## src/rtl/instr_fetch_unit.sv

```systemverilog
// Instruction fetch sequencer: keeps the fetch PC, issues single-beat reads
// to instruction memory, and presents each returned byte downstream with a
// valid/ready handshake. A redirect from execute reloads the PC. Any read
// already in flight when the redirect arrives is dropped.
//
// state | meaning
// IDLE  | parked, no request outstanding
// REQ   | read strobe high, address = fetch PC
// RESP  | memory data valid; capture it, or drop it if squashed
// ISSUE | instruction presented, waiting for the consumer
module instr_fetch_unit #(
  parameter int                ADDR_W   = 8,
  parameter logic [ADDR_W-1:0] RESET_PC = '0
) (
  input  logic              clk,
  input  logic              rst_n,
  input  logic              enable,
  output logic              imem_rd_en,
  output logic [ADDR_W-1:0] imem_addr,
  input  logic [7:0]        imem_rdata,
  output logic [7:0]        instruction,
  output logic [ADDR_W-1:0] instr_pc,
  output logic              instr_valid,
  input  logic              instr_ready,
  input  logic              redirect,
  input  logic [ADDR_W-1:0] redirect_target
);

  typedef enum logic [1:0] {IDLE, REQ, RESP, ISSUE} state_t;

  state_t            state, state_nxt;
  logic [ADDR_W-1:0] pc, pc_nxt;
  logic              squash, squash_nxt;
  logic              capture;

  assign imem_rd_en = (state == REQ);
  assign imem_addr  = pc;

  // State, PC and presented-instruction registers.
  always_ff @(posedge clk or negedge rst_n) begin
    if (!rst_n) begin
      state       <= IDLE;
      pc          <= RESET_PC;
      squash      <= 1'b0;
      instruction <= 8'h00;
      instr_pc    <= RESET_PC;
      instr_valid <= 1'b0;
    end else begin
      state       <= state_nxt;
      pc          <= pc_nxt;
      squash      <= squash_nxt;
      instr_valid <= (state_nxt == ISSUE);
      if (capture) begin
        instruction <= imem_rdata;
        instr_pc    <= pc;
      end
    end
  end

  // Next-state logic. A redirect overrides every other transition.
  always_comb begin
    state_nxt  = state;
    pc_nxt     = pc;
    squash_nxt = squash;
    capture    = 1'b0;
    if (redirect) begin
      pc_nxt = redirect_target;
      unique case (state)
        IDLE: ;
        REQ: begin
          squash_nxt = 1'b1;
          state_nxt  = RESP;
        end
        RESP: begin
          squash_nxt = 1'b0;
          state_nxt  = REQ;
        end
        ISSUE: state_nxt = enable ? REQ : IDLE;
        default: state_nxt = IDLE;
      endcase
    end else begin
      unique case (state)
        IDLE: if (enable) state_nxt = REQ;
        REQ:  state_nxt = RESP;
        RESP: begin
          if (squash) begin
            squash_nxt = 1'b0;
            state_nxt  = REQ;
          end else begin
            capture   = 1'b1;
            pc_nxt    = pc + ADDR_W'(1);
            state_nxt = ISSUE;
          end
        end
        ISSUE: if (instr_ready) state_nxt = enable ? REQ : IDLE;
        default: state_nxt = IDLE;
      endcase
    end
  end

endmodule

```

## config.mk

```make
export PLATFORM = sky130hd
export DESIGN_NAME = instr_fetch_unit
export DESIGN_NICKNAME = d
export VERILOG_FILES = /design/src/rtl/instr_fetch_unit.sv
export SDC_FILE = /design/constraint.sdc
export NUM_CORES = 1
export LEC_CHECK = 0
export CAP_MARGIN = 20
export CORE_AREA = 5 5 74 76
export CTS_CLUSTER_DIAMETER = 200
export CTS_CLUSTER_SIZE = 28
export DETAILED_ROUTE_END_ITERATION = 10
export DIE_AREA = 0 0 79 81
export PLACE_DENSITY_LB_ADDON = 0.15
export SETUP_SLACK_MARGIN = 0.05
export SYNTH_ARGS = -nofsm -noshare
export SYNTH_HDL_FRONTEND = slang
export SYNTH_SLANG_ARGS = --single-unit
```

## constraint.sdc

```tcl
create_clock -name clk -period 4.5 [get_ports clk]
set_clock_uncertainty 0.15 [all_clocks]
set_input_delay 0.9 -clock clk [delete_from_list [all_inputs] [get_ports clk]]
set_output_delay 0.9 -clock clk [all_outputs]
set_load 0.1 [all_outputs]
```

==> results_tabular.tex <==
\begin{tabular}{lr}
\hline
Metric & Value \\
\hline
\multicolumn{2}{l}{\textbf{Run status}} \\
Outcome & completed \\
\multicolumn{2}{l}{\textbf{Global route}} \\
Final global-route overflow total & 0 \\
Total Routing Usage GR & 0.09734 \\
First-pass GRT wire length & a little under 5000 um \\
Vias in the first global route & approximately 1,100 \\
Largest net degree at the start of global routing & 29 \\
Antenna violations before repair & 0 \\
\multicolumn{2}{l}{\textbf{Critical path}} \\
Worst reg2reg setup slack & $\sim$2.2 ns \\
Setup crit start kind & flip-flop \\
Critical path capture point type & output port \\
Endpoint of the worst register-to-register path & instruction[3]\$\_DFFE\_PN0P\_ \\
Worst Reg-to-Reg Cells & 5 \\
CP Max Fanout & 4 \\
Beginning of the worst register-to-register path & state[0]\$\_DFF\_PN0\_ \\
Required arrival time at the worst endpoint & between 3 and 4 ns \\
CP arrival & $\sim$2.2 ns \\
Class of the most critical setup path & flip-flop to output port \\
\multicolumn{2}{l}{\textbf{Layout}} \\
Post-synthesis to final-layout area growth & 39.09\% \\
Layout net count & between 150 and 200 \\
Fraction of layout instances using a drive strength above 1 & 0.1090 \\
Diode insertion count for antenna repair & 0 \\
Post-Layout Inst Area & 1914 um2 \\
\multicolumn{2}{l}{\textbf{Yosys}} \\
Summed instance area of the synthesized netlist & 1376 um2 \\
Mean area per synthesized cell & 12.51 um2 \\
Flops \& latches, synth & 28 \\
Net Count, Synth & approximately 140 \\
Sequential share of the synthesized area & 0.5091 \\
Leading cell types by total area after synthesis & sky130\_fd\_sc\_hd\_\_dfrtp\_1 (51\%), sky130\_fd\_sc\_hd\_\_mux2\_4 (11\%), sky130\_fd\_sc\_hd\_\_mux2\_1 (5.7\%), sky130\_fd\_sc\_hd\_\_ha\_1 (5.5\%), sky130\_fd\_sc\_hd\_\_nand2\_1 (3.8\%) \\
Total number of yosys warnings & 0 \\
Cell count after synthesis & 110 \\
Dominant cell type by area after synthesis & sky130\_fd\_sc\_hd\_\_dfrtp\_1 \\
Share of the synthesized area in the top cell type & 0.5091 \\
Count of cell types in the netlist & 26 \\
\multicolumn{2}{l}{\textbf{Worst hold path}} \\
Hold EP & instruction[4]\$\_DFFE\_PN0P\_ \\
Hold WC Path Type & flip-flop to flip-flop \\
Hold wc startpoint & instruction[4]\$\_DFFE\_PN0P\_ \\
WHS Path Cells & 1 \\
\multicolumn{2}{l}{\textbf{Routing}} \\
Number of routed nets with antenna violations & 0 \\
First-pass DRT Iterations & 2 \\
DRC violation total after the first TritonRoute iteration & 26 \\
Final wirelength & 3013 um \\
Via count & around 970 \\
DRC violations left & 0 \\
Ratio of routed vias to standard cells & $\sim$4.6 \\
Wire length per cell & $\sim$14 um \\
\multicolumn{2}{l}{\textbf{Clocking}} \\
Clock sink total & 28 \\
Postcts setup bufs & 0 \\
CTS H-tree depth & 1 \\
Clock latency on the worst-skew pair & 0.27 ns \\
CTS tree & done \\
Clock transition at the register clock pins on the worst setup and hold paths after CTS & roughly 0.090 ns \\
CTS Hold Buffers Added & 0 \\
Root buffer cell & sky130\_fd\_sc\_hd\_\_clkbuf\_8 \\
Maximum buffer depth of the clock tree & 2 \\
Resized cells post-CTS & 0 \\
Number of buffers inserted during clock tree synthesis & 3 \\
\multicolumn{2}{l}{\textbf{Timing}} \\
Actual transition at the worst max-transition pin & about 0.98 ns \\
Portion of the clock cycle consumed by the worst path in the final layout & 0.7118 \\
Hold\_ws & 0.3406 ns \\
Setup repair after global routing missed its margin & no \\
Rel. slew slack & 0.3427 \\
Fmax & approximately 310 MHz \\
Final min period & approximately 3.2 ns \\
Setup total negative slack & 0 ns \\
Max-slew violation total from the final report & 0 \\
Total of endpoints with negative setup slack in the final report & 0 \\
Number of hold-slack violations in the final timing report & 0 \\
\multicolumn{2}{l}{\textbf{Floorplan}} \\
Horiz. Die Dim & roughly 79 um \\
Standard-cell rows & 25 \\
Die span in y & between 80 and 90 um \\
Core region area & between 4000 and 5000 um2 \\
I/O pin count & between 40 and 50 \\
Initial standard-cell utilization of the core & 0.2953 \\
Die Area & between 6000 and 7000 um2 \\
\multicolumn{2}{l}{\textbf{Placement}} \\
Post-detailed-placement half-perimeter wirelength & roughly 2300 um \\
Number of port buffers & 46 \\
Routability congestion estimate from global placement & just over 0.7 \\
Placement-stage cell area & 1873 um2 \\
\multicolumn{2}{l}{\textbf{Flow run}} \\
Max capacitance violation total & 0 \\
\hline
\end{tabular}
-- how the worst max path moves through the flow --
stage            endpoint          startpoint  cells past startpoint  slack (ns)
2_1_floorplan  imem_rd_en  state[1]$_DFF_PN0_                      2        2.16
3_3_place_gp   imem_rd_en  state[1]$_DFF_PN0_                      3        1.64
4_1_cts        imem_rd_en  state[1]$_DFF_PN0_                      3        1.28
3_5_place_dp   imem_rd_en  state[1]$_DFF_PN0_                      3        1.60
5_1_grt        imem_rd_en  state[1]$_DFF_PN0_                      3        1.21
6_report       imem_rd_en  state[1]$_DFF_PN0_                      3        1.30
-- Yosys cell counts --
| cell | instances |
|---|---|
| sky130_fd_sc_hd__a2111oi_0 | 1 |
| sky130_fd_sc_hd__mux2i_1 | 2 |
| sky130_fd_sc_hd__inv_1 | 3 |
| sky130_fd_sc_hd__o21ai_1 | 6 |
| sky130_fd_sc_hd__mux2_1 | 7 |
| sky130_fd_sc_hd__nor3b_1 | 1 |
| sky130_fd_sc_hd__buf_8 | 1 |
| sky130_fd_sc_hd__buf_6 | 2 |
| sky130_fd_sc_hd__nand4_1 | 3 |
| sky130_fd_sc_hd__o21ai_0 | 3 |
| sky130_fd_sc_hd__mux2_4 | 10 |
| sky130_fd_sc_hd__xor2_1 | 6 |
| sky130_fd_sc_hd__and4b_1 | 1 |
| sky130_fd_sc_hd__a21oi_1 | 5 |
| sky130_fd_sc_hd__o311ai_1 | 1 |
| sky130_fd_sc_hd__clkbuf_1 | 1 |
| sky130_fd_sc_hd__xnor2_1 | 1 |
| sky130_fd_sc_hd__nor2b_4 | 2 |
| sky130_fd_sc_hd__ha_1 | 6 |
| sky130_fd_sc_hd__nand2_1 | 14 |
| sky130_fd_sc_hd__dfrtp_1 | 28 |
| sky130_fd_sc_hd__buf_2 | 1 |
| sky130_fd_sc_hd__and3b_1 | 1 |
| sky130_fd_sc_hd__and3_1 | 1 |
| sky130_fd_sc_hd__nor2_1 | 2 |
| sky130_fd_sc_hd__nor2b_1 | 1 |
-- metal layers --
layer  vias up  part of all wire  GRT usage
met4         0             0.013    0.03608
met1       471              0.46     0.1227
met5         -                 0          0
li1        470                 -          -
met3         4             0.044    0.02106
met2        26              0.48     0.1641
-- layout make-up --
cell class,instances,area [um2]
Fill cell,441,2746
Sequential cell,28,700.7
Multi-Input combinational cell,74,618.1
Timing Repair Buffer,48,475.5
Tap cell,54,67.56
Clock buffer,3,41.29
Inverter,3,11.26
-- metrics by stage --
stage          utilization  instances  setup WS (ns)
2_1_floorplan            -        110          2.156
3_3_place_gp        0.4019        207          1.640
3_5_place_dp        0.4019        207          1.599
4_1_cts             0.4107        210          1.282
5_1_grt             0.4107        210          1.210
6_report            0.4107        210          1.297
-- kinds of logic (layout without fill, tap and decap cells) --
family	after synthesis	after routing	share of synthesized area
flip-flops	28	28	0.5091
XOR/XNOR	7	7	0.04455
AO/OA/AOI/OAI	16	16	0.06363
AND/OR/NAND/NOR	26	26	0.1055
adder cells (fa/ha/maj)	6	6	0.05454
multiplexers	19	19	0.1809
buffers and inverters	8	54	0.04181
-- sequential cells by signal, indices dropped and copies added, names as in the netlist --
signal	flops
instruction	8
imem_addr	8
state	2
instr_pc	8
squash	1
instr_valid	1
-- cell usage in the layout (no fill, tap or decap), types with 2 or more instances in the layout --
master | Yosys | layout
sky130_fd_sc_hd__a21oi_1 | 5 | 5
sky130_fd_sc_hd__nand2_1 | 14 | 14
sky130_fd_sc_hd__mux2_4 | 10 | 10
sky130_fd_sc_hd__inv_1 | 3 | 3
sky130_fd_sc_hd__mux2i_1 | 2 | 2
sky130_fd_sc_hd__mux2_1 | 7 | 7
sky130_fd_sc_hd__clkbuf_8 | 0 | 3
sky130_fd_sc_hd__nor2_1 | 2 | 2
sky130_fd_sc_hd__nand4_1 | 3 | 3
sky130_fd_sc_hd__buf_4 | 0 | 2
sky130_fd_sc_hd__o21ai_1 | 6 | 6
sky130_fd_sc_hd__ha_1 | 6 | 6
sky130_fd_sc_hd__dfrtp_1 | 28 | 28
sky130_fd_sc_hd__clkdlybuf4s50_1 | 0 | 46
sky130_fd_sc_hd__o21ai_0 | 3 | 3
sky130_fd_sc_hd__nor2b_4 | 2 | 2
sky130_fd_sc_hd__xor2_1 | 6 | 6
-- critical path: stages (launching register included) --
cell and delay [ns]:
sky130_fd_sc_hd__dfrtp_1 0.42, sky130_fd_sc_hd__inv_1 0.14, sky130_fd_sc_hd__ha_1 0.19, sky130_fd_sc_hd__clkdlybuf4s50_1 1.13
Power is not shown: default switching activity piles up to over one toggle a cycle in this logic, so the estimate is an artifact.
==> patch 1, RTL diff (same flow settings) <==
Reset style: synchronous (`rst_n`), changed in one clocked block.
--- a/src/rtl/instr_fetch_unit.sv
+++ b/src/rtl/instr_fetch_unit.sv
@@ -37,7 +37,7 @@
   assign imem_addr  = pc;
 
   // State, PC and presented-instruction registers.
-  always_ff @(posedge clk or negedge rst_n) begin
+  always_ff @(posedge clk) begin
     if (!rst_n) begin
       state       <= IDLE;
       pc          <= RESET_PC;
Function: differs if rst_n is asserted again (counterexample within 4 cycles, from zero or initial values and one cycle with rst_n low); with rst_n held inactive, the same outputs for 10 cycles.
==> patch 1 against the original RTL <==
Worst hold slack worse by 0.032 ns; sequential cell count stayed put; setup slack better by 0.063 ns; global-route usage is 0.82 points higher; wire length is 14% higher; synthesized cell count is 37% higher; critical path depth stayed put; area after synthesis is 8.5% lower; design area is 4.4% lower.
==> patch 1: results (changes against the original RTL) <==
- First-pass GRT wire length: 5410 um (+9.3%)
- Async SR Flop Fraction: 0 (-1.00)
- Xor/xnor share of the synthesized area: 0.0417 (-0.00284)
- Vias in the first global route: 1137 (+6.3%)
- Share of cells above drive strength 1: 0.0564 (-0.0526)
- Largest net degree at the start of global routing: 23 (-21%)
- Worst R2R Path Depth: 6 (+1)
- Hold depth: 2 (+1)
- Setup crit start: state[1]
- Slew @ Worst Pin: 0.985 ns (+0.00221 ns)
- Reg2reg setup slack: 2.58 ns (+0.43 ns)
- Adder-cell share of the synthesized area: 0.0596 (+0.00504)
- Status: finished clean
- Worst Min Path Start: instruction[2]
- # nets final: 223 (+21%)
- Crit path DAT: 2.09 ns (-0.06 ns)
- Cell Area, Placed: 0.00176 mm^2 (-6.1%)
- Post-DP HPWL: 2610 um (+15%)
- R2R Path Start: state[0]
- Complex-gate fraction of the synthesized area: 0.188 (+0.124)
- Most area-consuming cells after synthesis: dfxtp_1 (44%), nand2_1 (10%), a21oi_1 (9.5%), ha_1 (6.0%), o21ai_0 (2.8%)
- R2R Path End: instr_valid
- Seq/Total Area, Yosys: 0.445 (-0.0642)
- Net Count, Synth: 178 (+30%)
- DR iter-0 viols: 53 (+100%)
- Placer Congestion: 0.868 (+23%)
- Synth cell types: 35 (+35%)
- Worst hold path endpoint: instruction[2]
[patch 1: cell count changes after synthesis, sizes merged, moves of 3 or more]
cell   before  now
dfrtp      28    0
dfxtp       0   28
nand2      14   36
a21oi       5   24
mux2       17    0
nor2        2    8
nor2b       3    0
[patch 1: worst max-delay path by stage]
stage	slack, ns	cells past startpoint	to
6_report	1.36	3	imem_rd_en
5_1_grt	1.27	3	imem_rd_en
4_1_cts	1.34	3	imem_rd_en
3_5_place_dp	1.66	3	imem_rd_en
3_3_place_gp	1.70	3	imem_rd_en
2_1_floorplan	2.22	2	imem_rd_en
[patch 1: cells by family after synthesis]
group | after synthesis
compound gates | 41
xor+xnor | 6
fa+ha+maj | 6
buf+inv | 10
flops | 28
mux | 1
simple gates | 59
[patch 1: through the flow]
step	hold slack, ns	worst slack [ns]	power (mW)	instances	utilization
after floorplan	0.347	2.22	0.391	151	-
after global placement	0.291	1.70	0.437	245	0.377
after detailed placement	0.299	1.66	0.439	245	0.377
after CTS	0.312	1.34	0.641	249	0.392
after global routing	0.332	1.27	0.658	249	0.392
final	0.308	1.36	0.633	249	0.392
[patch 1: critical path: stages (launching register included)]
cell and delay, ns:
dfxtp_1 0.34, inv_1 0.14, ha_1 0.20, clkdlybuf4s50_1 1.14
[patch 1: per-layer routing]
layer	share of wire	global-route usage	up-vias	wire length [um]
li1	-	-	606	-
met1	0.46	0.134	573	1570
met2	0.48	0.175	30	1640
met3	0.058	0.0344	2	198
met4	0.0055	0.0223	0	19
met5	0	0	-	0
[patch 1: cell type report]
cell class,instances,area [um^2]
Timing Repair Buffer,46,460
Clock inverter,1,30.0
Multi-Input combinational cell,113,654
Clock buffer,3,41.3
Inverter,4,15.0
Sequential cell,28,561
Tap cell,54,67.6
Fill cell,471,2830
==> patch 2, RTL diff (same settings) <==
Made on the original files. `ADDR_W`: 8 -> 10.
--- a/src/rtl/instr_fetch_unit.sv
+++ b/src/rtl/instr_fetch_unit.sv
@@ -9,7 +9,7 @@
 // RESP  | memory data valid; capture it, or drop it if squashed
 // ISSUE | instruction presented, waiting for the consumer
 module instr_fetch_unit #(
-  parameter int                ADDR_W   = 8,
+  parameter int                ADDR_W   = 10,
   parameter logic [ADDR_W-1:0] RESET_PC = '0
 ) (
   input  logic              clk,
Interface: changed (resized imem_addr, instr_pc and redirect_target); port bits go from 47 to 53. No check against the original RTL was run, so the function may have changed too.
==> patch 2 against the original RTL <==
Design area increased by 15%; area after synthesis increased by 14%; sequential cell count increased by 4; setup slack improved by 0.017 ns; critical path depth unchanged; worst hold slack improved by 0.018 ns; fmax increased by 0.54%; via count increased by 17%; wire length increased by 16%; global-route usage increased by 1.9 points; critical path type unchanged; highest routed layer unchanged.
Power is not shown: default switching activity piles up to over one toggle a cycle in this logic, so the estimate is an artifact.
==> patch 2: results (changes against the original RTL) <==
- Status: finished clean
- Share of cells above drive strength 1: 0.164 (+0.0550)
- 1st-pass router iterations: 4 (+2)
- Cell Area, Placed: 0.00212 mm^2 (+13%)
- DP Worst Slack: 1.44 ns (-0.162 ns)
- CTS buffer count: 5 (+2)
- List of most frequent post-synthesis cells: dfrtp_1 (32), nand2_1 (15), o21ai_0 (11)
- Placed instance count: 230 (+11%)
- Vias per inst: 4.79 (+3.6%)
- First-pass GRT wire length: 5800 um (+17%)
- Net Count, Synth: 156 (+14%)
- Filler instances: 445 (+0.91%)
- Seq/Total Area, Yosys: 0.512 (+0.00291)
- Worst Min Path Start: instruction[5]
- GRT Util Overall: 0.116 (+0.0187)
- Post-DP HPWL: 2670 um (+17%)
- CTS H-tree lvls: 2 (+1)
- Port bufs: 52 (+13%)
- Slew @ Worst Pin: 0.977 ns (-0.00623 ns)
- Final Cycle Share: 0.708 (-0.00379)
- # nets final: 212 (+15%)
- Placer Congestion: 0.718 (+1.5%)
- Reg2reg setup slack: 1.96 ns (-0.19 ns)
- Clock slew seen by the registers of the worst setup and hold paths: 0.06 ns (-0.03 ns)
- Syn avg cell area: 12.3 um^2 (-1.6%)
- Vias in the first global route: 1169 (+9.3%)
- Most area-consuming cells after synthesis: dfrtp_1 (51%), mux2_4 (9.6%), mux2_2 (6.5%), ha_1 (4.8%), nand2_1 (3.6%)
- Adder-cell share of the synthesized area: 0.0480 (-0.00655)
- Mux contribution to synthesized area: 0.174 (-0.00731)
- Largest net degree at the start of global routing: 33 (+14%)
- Synth cell types: 29 (+12%)
- Xor/xnor share of the synthesized area: 0.0504 (+0.00585)
- Routed vias: 1135 (+17%)
- DR iter-0 viols: 20 (-23%)
- FF+latch area: 801 um^2 (+14%)
- R2R Path End: instr_pc[9]
[patch 2: changes by cell type in the layout (fill, tap and decap cells not counted), moves of 2 or more]
cell	change
xnor2_1	+2
o21ai_0	+8
mux2_1	-7
clkbuf_8	+2
o21ai_1	-6
dfrtp_1	+4
clkdlybuf4s50_1	+6
mux2_2	+9
[patch 2: layer usage]
| layer | track usage | part of all wire | vias up |
|---|---|---|---|
| met5 | 0 | 0 | - |
| met4 | 0.0309 | 0.0063 | 0 |
| met3 | 0.0455 | 0.072 | 4 |
| met2 | 0.180 | 0.48 | 36 |
| met1 | 0.151 | 0.44 | 542 |
| li1 | - | - | 553 |
[patch 2: logic make-up (layout without fill, tap and decap cells)]
| group | count (synthesis) | count (layout) |
|---|---|---|
| and+or+nand+nor | 33 | 33 |
| DFF | 32 | 32 |
| adders and majority gates | 6 | 6 |
| buffers and inverters | 8 | 64 |
| muxes | 21 | 21 |
| AOI/OAI and AO/OA | 18 | 18 |
| xor gates and xnor gates | 9 | 9 |
[patch 2: final cells by class]
cell class | instances | area share
flip-flops and latches | 32 | 0.364
clock buffers | 6 | 0.0330
multi-input cells | 87 | 0.322
inverters | 3 | 0.00511
well taps | 54 | 0.0307
repair buffers | 54 | 0.243
clock inverters | 1 | 0.00227
[patch 2: critical path, stage by stage, from the launching register on]
cell and delay, ns:
dfrtp_1 0.41, inv_1 0.13, ha_1 0.18, clkdlybuf4s50_1 1.14
[patch 2: how the worst min path moves through the flow]
stage | endpoint | slack, ns | cells past startpoint
floorplan | squash | 0.42 | 2
global placement | instruction[5] | 0.34 | 1
detailed placement | instruction[4] | 0.34 | 1
CTS | instruction[5] | 0.36 | 1
global route | instruction[5] | 0.38 | 1
finish | instruction[5] | 0.36 | 1
